===== src/rtl/interrupt_sequencer.sv =====
// rtl/interrupt_sequencer.sv - 6502-style NMI/IRQ/BRK interrupt entry sequencer
//
// Purpose:
//   Polled at instruction boundaries, selects an interrupt source by priority
//   (NMI > IRQ > BRK) and runs the 7-cycle entry sequence: two dummy reads at
//   PC, push PCH, PCL and P on the stack page, then read the vector low/high
//   bytes and hand the target PC and updated SP back to the CPU.
//
// Ports:
//   clk, reset      single clock, synchronous active-high reset
//   cpu_ce          CPU cycle enable; the sequencer only advances when 1
//   poll            last cycle of the current instruction
//   brk_req         current opcode is BRK (sampled with poll)
//   nmi_pending     latched NMI from the interrupt block
//   irq_n           IRQ level, active low
//   i_flag          CPU P.I, masks IRQ
//   pc_in/p_in/sp_in  CPU state captured when a source is chosen
//   din             data bus read value
//   addr/dout/rw    bus address, write data, 1=read 0=write
//   busy            sequencer owns the bus
//   nmi_clear       one-clk pulse to the interrupt block clear input
//   set_i           one-clk pulse telling the CPU to set P.I
//   sp_out/pc_out   updated SP and vector target, valid with pc_load
//   pc_load         one-clk pulse: CPU loads pc_out and sp_out
//
// Each state's bus cycle is presented on addr/dout/rw while in that state and
// is committed on the cpu_ce=1 edge that leaves it; the pulse outputs are
// registered on that edge and therefore last exactly one clk.

module interrupt_sequencer #(
  parameter logic [15:0] NMI_VECTOR = 16'hFFFA,
  parameter logic [15:0] IRQ_VECTOR = 16'hFFFE,
  parameter logic [7:0]  STACK_PAGE = 8'h01
) (
  input  logic        clk,
  input  logic        reset,
  input  logic        cpu_ce,
  input  logic        poll,
  input  logic        brk_req,
  input  logic        nmi_pending,
  input  logic        irq_n,
  input  logic        i_flag,
  input  logic [15:0] pc_in,
  input  logic [7:0]  p_in,
  input  logic [7:0]  sp_in,
  input  logic [7:0]  din,
  output logic [15:0] addr,
  output logic [7:0]  dout,
  output logic        rw,
  output logic        busy,
  output logic        nmi_clear,
  output logic        set_i,
  output logic [7:0]  sp_out,
  output logic [15:0] pc_out,
  output logic        pc_load
);

  typedef enum logic [2:0] {
    IDLE,
    DUM1,
    DUM2,
    PCH,
    PCL,
    PSH,
    VLO,
    VHI
  } state_t;

  state_t      state;
  logic [15:0] pc_l;
  logic [7:0]  p_l;
  logic [7:0]  sp_l;
  logic [7:0]  lo_l;
  logic        src_nmi;
  logic        src_brk;
  logic        vec_nmi;

  logic [7:0]  sp_dec;
  logic        irq_take;
  logic        start;
  logic        take_nmi_vec;
  logic [7:0]  p_push;

  // P bits 5 and 4 are rebuilt on push (constant 1 and B), never copied.
  logic        unused_p_bits;
  assign unused_p_bits = ^p_l[5:4];

  assign sp_dec       = sp_l - 8'd1;
  assign irq_take     = !irq_n && !i_flag;
  assign start        = poll && (nmi_pending || irq_take || brk_req);
  // A late NMI seen while P is being pushed steals the vector fetch.
  assign take_nmi_vec = src_nmi || nmi_pending;
  assign p_push       = {p_l[7:6], 1'b1, src_brk, p_l[3:0]};

  always_ff @(posedge clk) begin
    if (reset) begin
      state     <= IDLE;
      pc_l      <= 16'h0000;
      p_l       <= 8'h00;
      sp_l      <= 8'h00;
      lo_l      <= 8'h00;
      src_nmi   <= 1'b0;
      src_brk   <= 1'b0;
      vec_nmi   <= 1'b0;
      addr      <= 16'h0000;
      dout      <= 8'h00;
      rw        <= 1'b1;
      busy      <= 1'b0;
      nmi_clear <= 1'b0;
      set_i     <= 1'b0;
      sp_out    <= 8'h00;
      pc_out    <= 16'h0000;
      pc_load   <= 1'b0;
    end else begin
      // Pulses drop on every clk unless the enabled edge below re-raises them.
      nmi_clear <= 1'b0;
      set_i     <= 1'b0;
      pc_load   <= 1'b0;

      if (cpu_ce) begin
        case (state)
          IDLE: begin
            if (start) begin
              src_nmi <= nmi_pending;
              src_brk <= !nmi_pending && !irq_take;
              pc_l    <= pc_in;
              p_l     <= p_in;
              sp_l    <= sp_in;
              addr    <= pc_in;
              rw      <= 1'b1;
              busy    <= 1'b1;
              state   <= DUM1;
            end
          end

          DUM1: begin
            state <= DUM2;
          end

          DUM2: begin
            addr  <= {STACK_PAGE, sp_l};
            dout  <= pc_l[15:8];
            rw    <= 1'b0;
            state <= PCH;
          end

          PCH: begin
            sp_l  <= sp_dec;
            addr  <= {STACK_PAGE, sp_dec};
            dout  <= pc_l[7:0];
            state <= PCL;
          end

          PCL: begin
            sp_l  <= sp_dec;
            addr  <= {STACK_PAGE, sp_dec};
            dout  <= p_push;
            state <= PSH;
          end

          PSH: begin
            sp_l    <= sp_dec;
            vec_nmi <= take_nmi_vec;
            addr    <= take_nmi_vec ? NMI_VECTOR : IRQ_VECTOR;
            dout    <= 8'h00;
            rw      <= 1'b1;
            state   <= VLO;
          end

          VLO: begin
            lo_l      <= din;
            set_i     <= 1'b1;
            nmi_clear <= vec_nmi;
            addr      <= addr + 16'd1;
            state     <= VHI;
          end

          VHI: begin
            pc_out  <= {din, lo_l};
            sp_out  <= sp_l;
            pc_load <= 1'b1;
            busy    <= 1'b0;
            addr    <= 16'h0000;
            state   <= IDLE;
          end

          default: begin
            state <= IDLE;
            busy  <= 1'b0;
            rw    <= 1'b1;
            addr  <= 16'h0000;
          end
        endcase
      end
    end
  end

endmodule


===== config.mk =====
export PLATFORM = sky130hd
export DESIGN_NAME = interrupt_sequencer
export DESIGN_NICKNAME = d
export VERILOG_FILES = /design/src/rtl/interrupt_sequencer.sv
export SDC_FILE = /design/constraint.sdc
export NUM_CORES = 1
export LEC_CHECK = 0
export CAP_MARGIN = 10
export CORE_MARGIN = 10
export CORE_UTILIZATION = 25
export CTS_BUF_LIST = sky130_fd_sc_hd__clkbuf_16
export CTS_CLUSTER_SIZE = 10
export DETAILED_ROUTE_END_ITERATION = 6
export GPL_TIMING_DRIVEN = 0
export PLACE_DENSITY = 0.51
export SLEW_MARGIN = 10
export SYNTH_ARGS = -nofsm -noshare
export SYNTH_HDL_FRONTEND = slang
export SYNTH_SLANG_ARGS = --single-unit

===== constraint.sdc =====
create_clock -name clk -period 2.1 [get_ports clk]
set_input_delay 0.315 -clock clk [delete_from_list [all_inputs] [get_ports clk]]
set_output_delay 0.315 -clock clk [all_outputs]
set_load 0.005 [all_outputs]

After elaboration in Yosys (flattened, before gate mapping) --
Cells that the tools add are included.
Word-level totals: bits in registers 99, latch bits 0, RAM bits 0, ROM bits 0, output and inout port bits 53, logic and storage cells 72, memories kept 0
Cells by class: $add $sub $neg 2, multiply operators 0, div/mod/pow operators 0, magnitude comparators 0, equality and inequality tests 8, shift-type cells 0, muxes and demuxes 13, bitwise operators 2, reductions and logical operators 30
Operator list (number):
- $pmux W16 S6 | 1
- $pmux W8 S4 | 1
- $pmux W3 S8 | 1
- $add A16 B1 Y16 const B | 1
- $mux W16 | 1
- $pmux W8 S2 | 1
- $reduce_and A3 Y1 | 5
- $eq A3 B3 Y1 const B | 4
- $reduce_and A2 Y1 | 5
- $mux W8 | 1
- $sub A8 B1 Y8 const B | 1
- $eq A3 B2 Y1 const B | 2
- $mux W3 | 2
- $reduce_bool A6 Y1 | 1
- $reduce_or A3 Y1 | 2
- $logic_not A1 Y1 | 4
- $reduce_bool A2 Y1 | 2
- $reduce_bool A4 Y1 | 1
- $reduce_or A2 Y1 | 2
- $eq A3 B1 Y1 const B | 1
- $logic_and A1 B1 Y1 | 3
- $logic_not A3 Y1 | 1
- $logic_or A1 B1 Y1 | 3
- $mux W1 | 3
- other kinds (5) | 6

Depth between registers and ports, before layout --
depth in word-level cells 7, mapped depth 9

Worst setup path before layout --
No wires, ideal clock.
path kind register to register, start point register sp_l[0], end point register addr[4], arrival time 1686 ps, slack 298 ps, cell stages (with the launch flop) 9, buffers on the path 1, cell sequence dfxtp_1 buf_2 inv_1 ha_1 or3b_1 a21oi_1 a2bb2oi_1 o21ai_1 a22o_1
On the way: cells in the longest elaborated chain, start to end 2
RTL lines:
- from (decl) | RTL line 72 | logic [7:0] sp_l;
- from (signal assigned) | RTL line 128 | sp_l <= sp_in;
- from (signal assigned) | RTL line 148 | sp_l <= sp_dec;
- from (signal assigned) | RTL line 155 | sp_l <= sp_dec;
- $sub A8 B1 Y8 | RTL line 88 | assign sp_dec = sp_l - 8'd1;
- $pmux W16 S6 | RTL line 121 | case (state)
- to (signal assigned) | RTL line 129 | addr <= pc_in;
- to (signal assigned) | RTL line 141 | addr <= {STACK_PAGE, sp_l};
- to (signal assigned) | RTL line 149 | addr <= {STACK_PAGE, sp_dec};
- to (decl) | RTL line 47 | output logic [15:0] addr,
No other way between the ends. A chain may end at the register's enable or synchronous reset.

Worst setup path after layout --
start point input port nmi_pending, end point register addr[10]
On the way: cells in the longest elaborated chain, start to end 5
RTL lines:
- from (decl) | RTL line 40 | input logic nmi_pending,
- $logic_or A1 B1 Y1 (2 in series) | RTL line 90 | assign start = poll && (nmi_pending || irq_take || brk_req);
- $logic_and A1 B1 Y1 | RTL line 90
- $ne A2 B2 Y1 (no source line)
- $reduce_and A3 Y1 (no source line)
No other way between the ends.

==> impl_metrics.py <==
metrics = {
    "sta": {
        "clock.fmax_ghz": 0.500,
        "min_period_ps": 2000,
        "relSlewSlack_pct": 46.4,
        "clock-skew-final_ps": 5.32,
        "hold_slack_ps": 453,
        "grt_setup_unrepaired": "no",
        "setup_viol": 0,
        "period_share_pct": 95.2,
        "worstMarginPinSlew_ps": 804,
        "hold_violations": 0,
        "fin_setup_tns_ps": 0,
        "slew_violations": 0,
    },
    "drt": {
        "via_per_inst": 4.99,
        "drt-initial-drc-count": 336,
        "wl_um": 18100,
        "dr.pass1.iters": 5,
        "vias": 4823,
        "ant_nets": 0,
        "wl_per_cell_um": 18.7,
        "drcViolationCount": 0,
    },
    "power_and_ir_drop": {
        "p_total_uw": 4390,
        "power_density_mw_per_mm2": 691,
        "leakagePower_uw": 0.00213,
        "ir_drop_uv": 421,
    },
    "cts": {
        "cts_root_buf": "clkbuf_16",
        "cts_tree": "yes",
        "htree_levels": 3,
        "clkLatencyLatePin_ps": 360,
        "cts_buffers": 9,
        "cts.clk_slew.worst_paths_ps": 70,
        "clock_path_buffers": 2,
        "cts_sinks": 97,
    },
    "logic_synthesis": {
        "synth_fp_nets": 670,
        "synth_cell_types": 66,
        "synth_edf_count": 0,
        "synth_area_mm2": 0.00468,
        "synth.avg_cell_area_um2": 7.55,
        "seq_area_frac_synth_pct": 41.5,
        "ys_warn_count": 0,
        "synth_flop_cell": "dfxtp_1",
        "async_reset_ff_share_pct": 0,
        "synth_cells": 620,
        "ys_seq_elements": 97,
    },
    "setup_path": {
        "critPathArrivalTime_ps": 2260,
        "cp_slowest_stage_delay_ps": 560,
        "path_class": "input pin to register",
        "start_kind": "input pin",
        "crit_family": "compound AO/OA/AOI/OAI gates",
        "critPathRequiredTime_ps": 2360,
        "crit_chain": "clkdlybuf4s50_1 > o21ba_2 > a21o_1 > a21oi_4 > clkbuf_4 > a21oi_1 > a311oi_1",
        "endpoint_kind": "register",
        "crit_buf_inv": 2,
        "cpMaxStageDelayCell": "clkdlybuf4s50_1",
        "path_max_fanout": 10,
    },
    "cells_and_area": {
        "post-route-util_pct": 34.9,
        "syn2layout_area_growth_pct": 35.8,
        "drive_above_1_share_pct": 8.81,
        "nets": 783,
        "final_common_cell": "nand2_1",
        "num_antenna_cells": 0,
        "final_cells": 967,
        "final_cell_mix": "nand2_1 (149), clkdlybuf4s50_1 (98), dfxtp_1 (97)",
    },
    "placed_design": {
        "hpwl_um": 13600,
        "placed_cells": 947,
        "portBuffers": 98,
        "gp_congestion": 0.881,
    },
    "worst_hold_path": {
        "hold_class": "register to register",
    },
    "die": {
        "num_io_pins": 101,
        "start_util_pct": 25.7,
        "die_height_um": 157,
        "dieArea_mm2": 0.0246,
        "coreArea_mm2": 0.0182,
        "die_width_um": 157,
        "num_rows": 49,
    },
    "flow_run": {
        "cap_violations": 0,
    },
    "outcome": {
        "status": "complete, no violations",
    },
    "global_route": {
        "antenna_found_initial": 0,
        "grt_pass1_vias": 4671,
        "grt_pass1_wl_um": 27900,
        "grt_use_total_pct": 14.7,
        "grt_max_degree": 18,
        "overflow": 0,
    },
}
-- tightest hold or removal path, delay by kind of cell (launching register included) --
family,cells,cell delay (ps)
flops,1,310
simple gates,1,50
compound gates,1,50
-- what timing repair did --
| item | in CTS | in global routing |
|---|---|---|
| gates resized for setup | 8 | 18 |
| pin swaps | 0 | 2 |
| endpoints found under the setup margin | 48 | 62 |
| hold buffers | 0 | 0 |
| buffers inserted | 0 | 4 |
-- synthesized netlist by cell type (3+ instances only) --
master | number | area (µm²)
dfxtp_1 | 97 | 1940
a21o_1 | 4 | 30.0
nand2_1 | 149 | 559
buf_2 | 11 | 55.1
o22ai_1 | 3 | 18.8
xor2_1 | 3 | 26.3
a22oi_1 | 6 | 45.0
nor2_1 | 47 | 176
and3_1 | 3 | 18.8
o32ai_1 | 4 | 35.0
buf_1 | 5 | 18.8
and4_1 | 3 | 26.3
nand2b_1 | 6 | 37.5
o21ai_1 | 15 | 75.1
clkbuf_1 | 27 | 101
inv_1 | 6 | 22.5
nand4_1 | 4 | 25.0
nor4_1 | 5 | 31.3
o211ai_1 | 5 | 37.5
o21ai_0 | 9 | 45.0
xnor2_1 | 7 | 61.3
a31oi_1 | 8 | 50.1
inv_2 | 3 | 11.3
nand3b_1 | 4 | 30.0
a221oi_1 | 4 | 35.0
a21oi_1 | 90 | 450
and2_1 | 4 | 25.0
nor2b_1 | 6 | 37.5
nor3_1 | 10 | 50.1
a311oi_1 | 3 | 26.3
buf_6 | 3 | 33.8
a2bb2oi_1 | 6 | 52.6
nand3_1 | 8 | 40.0
a211oi_1 | 11 | 82.6
-- report_power, final --
group | switching (µW) | internal, µW | leakage, µW
registers | 70.1 | 1910 | 0.000787
logic | 379 | 312 | 0.00120
clock network | 794 | 932 | 0.000138
total | 1240 | 3150 | 0.00213
-- kinds of logic (layout without fill, tap and decap cells) --
logic type,count (synthesis),after routing,share of synthesized area [%]
compound gates,189,189,25.2
xor+xnor,10,10,1.87
fa+ha+maj,2,2,0.535
buf+inv,57,175,5.43
flops,97,97,41.5
mux,2,2,0.428
simple gates,263,263,25.1
-- area by class of cell --
cell class	instances	area, µm²
Timing Repair Buffer	102	1010
Sequential cell	97	1940
Inverter	10	37.5
Buffer	47	229
Fill cell	1962	11900
Clock buffer	9	225
Clock inverter	7	78.8
Multi-Input combinational cell	466	2540
Tap cell	229	287
-- registers in the layout, indices dropped and copies added, names as in the netlist, 6 cells and up --
name	count
sp_out	8
dout	8
pc_out	16
lo_l	8
p_l	6
sp_l	8
addr	16
pc_l	16
-- metrics by stage --
| step | setup slack [ps] | instance area, µm² |
|---|---|---|
| CTS | 38.2 | 6280 |
| global placement | -567 | 5950 |
| finish | 101 | 6350 |
| detailed placement | -546 | 5950 |
| global route | 5.82 | 6350 |
| floorplan | 298 | 4680 |
-- path summary, 6_finish.rpt --
kind,start,end,slack (ps),depth (start not counted)
worst max-delay path,nmi_pending,addr[10],100,7
worst min-delay path,lo_l[4],pc_out[4],450,2
worst max register to register,state[2],vec_nmi,110,7
worst min register to register,lo_l[4],pc_out[4],450,2
-- per-layer routing --
layer / share of wire [%] / wire (µm) / vias to the layer above / track usage [%]
met5: 0 / 0 / - / 0
met4: 1.0 / 181 / 0 / 3.28
met3: 9.2 / 1660 / 17 / 5.48
met2: 43 / 7830 / 179 / 22.0
met1: 46 / 8400 / 2226 / 19.5
li1: - / - / 2401 / -
(Power assumes the default switching activity.)
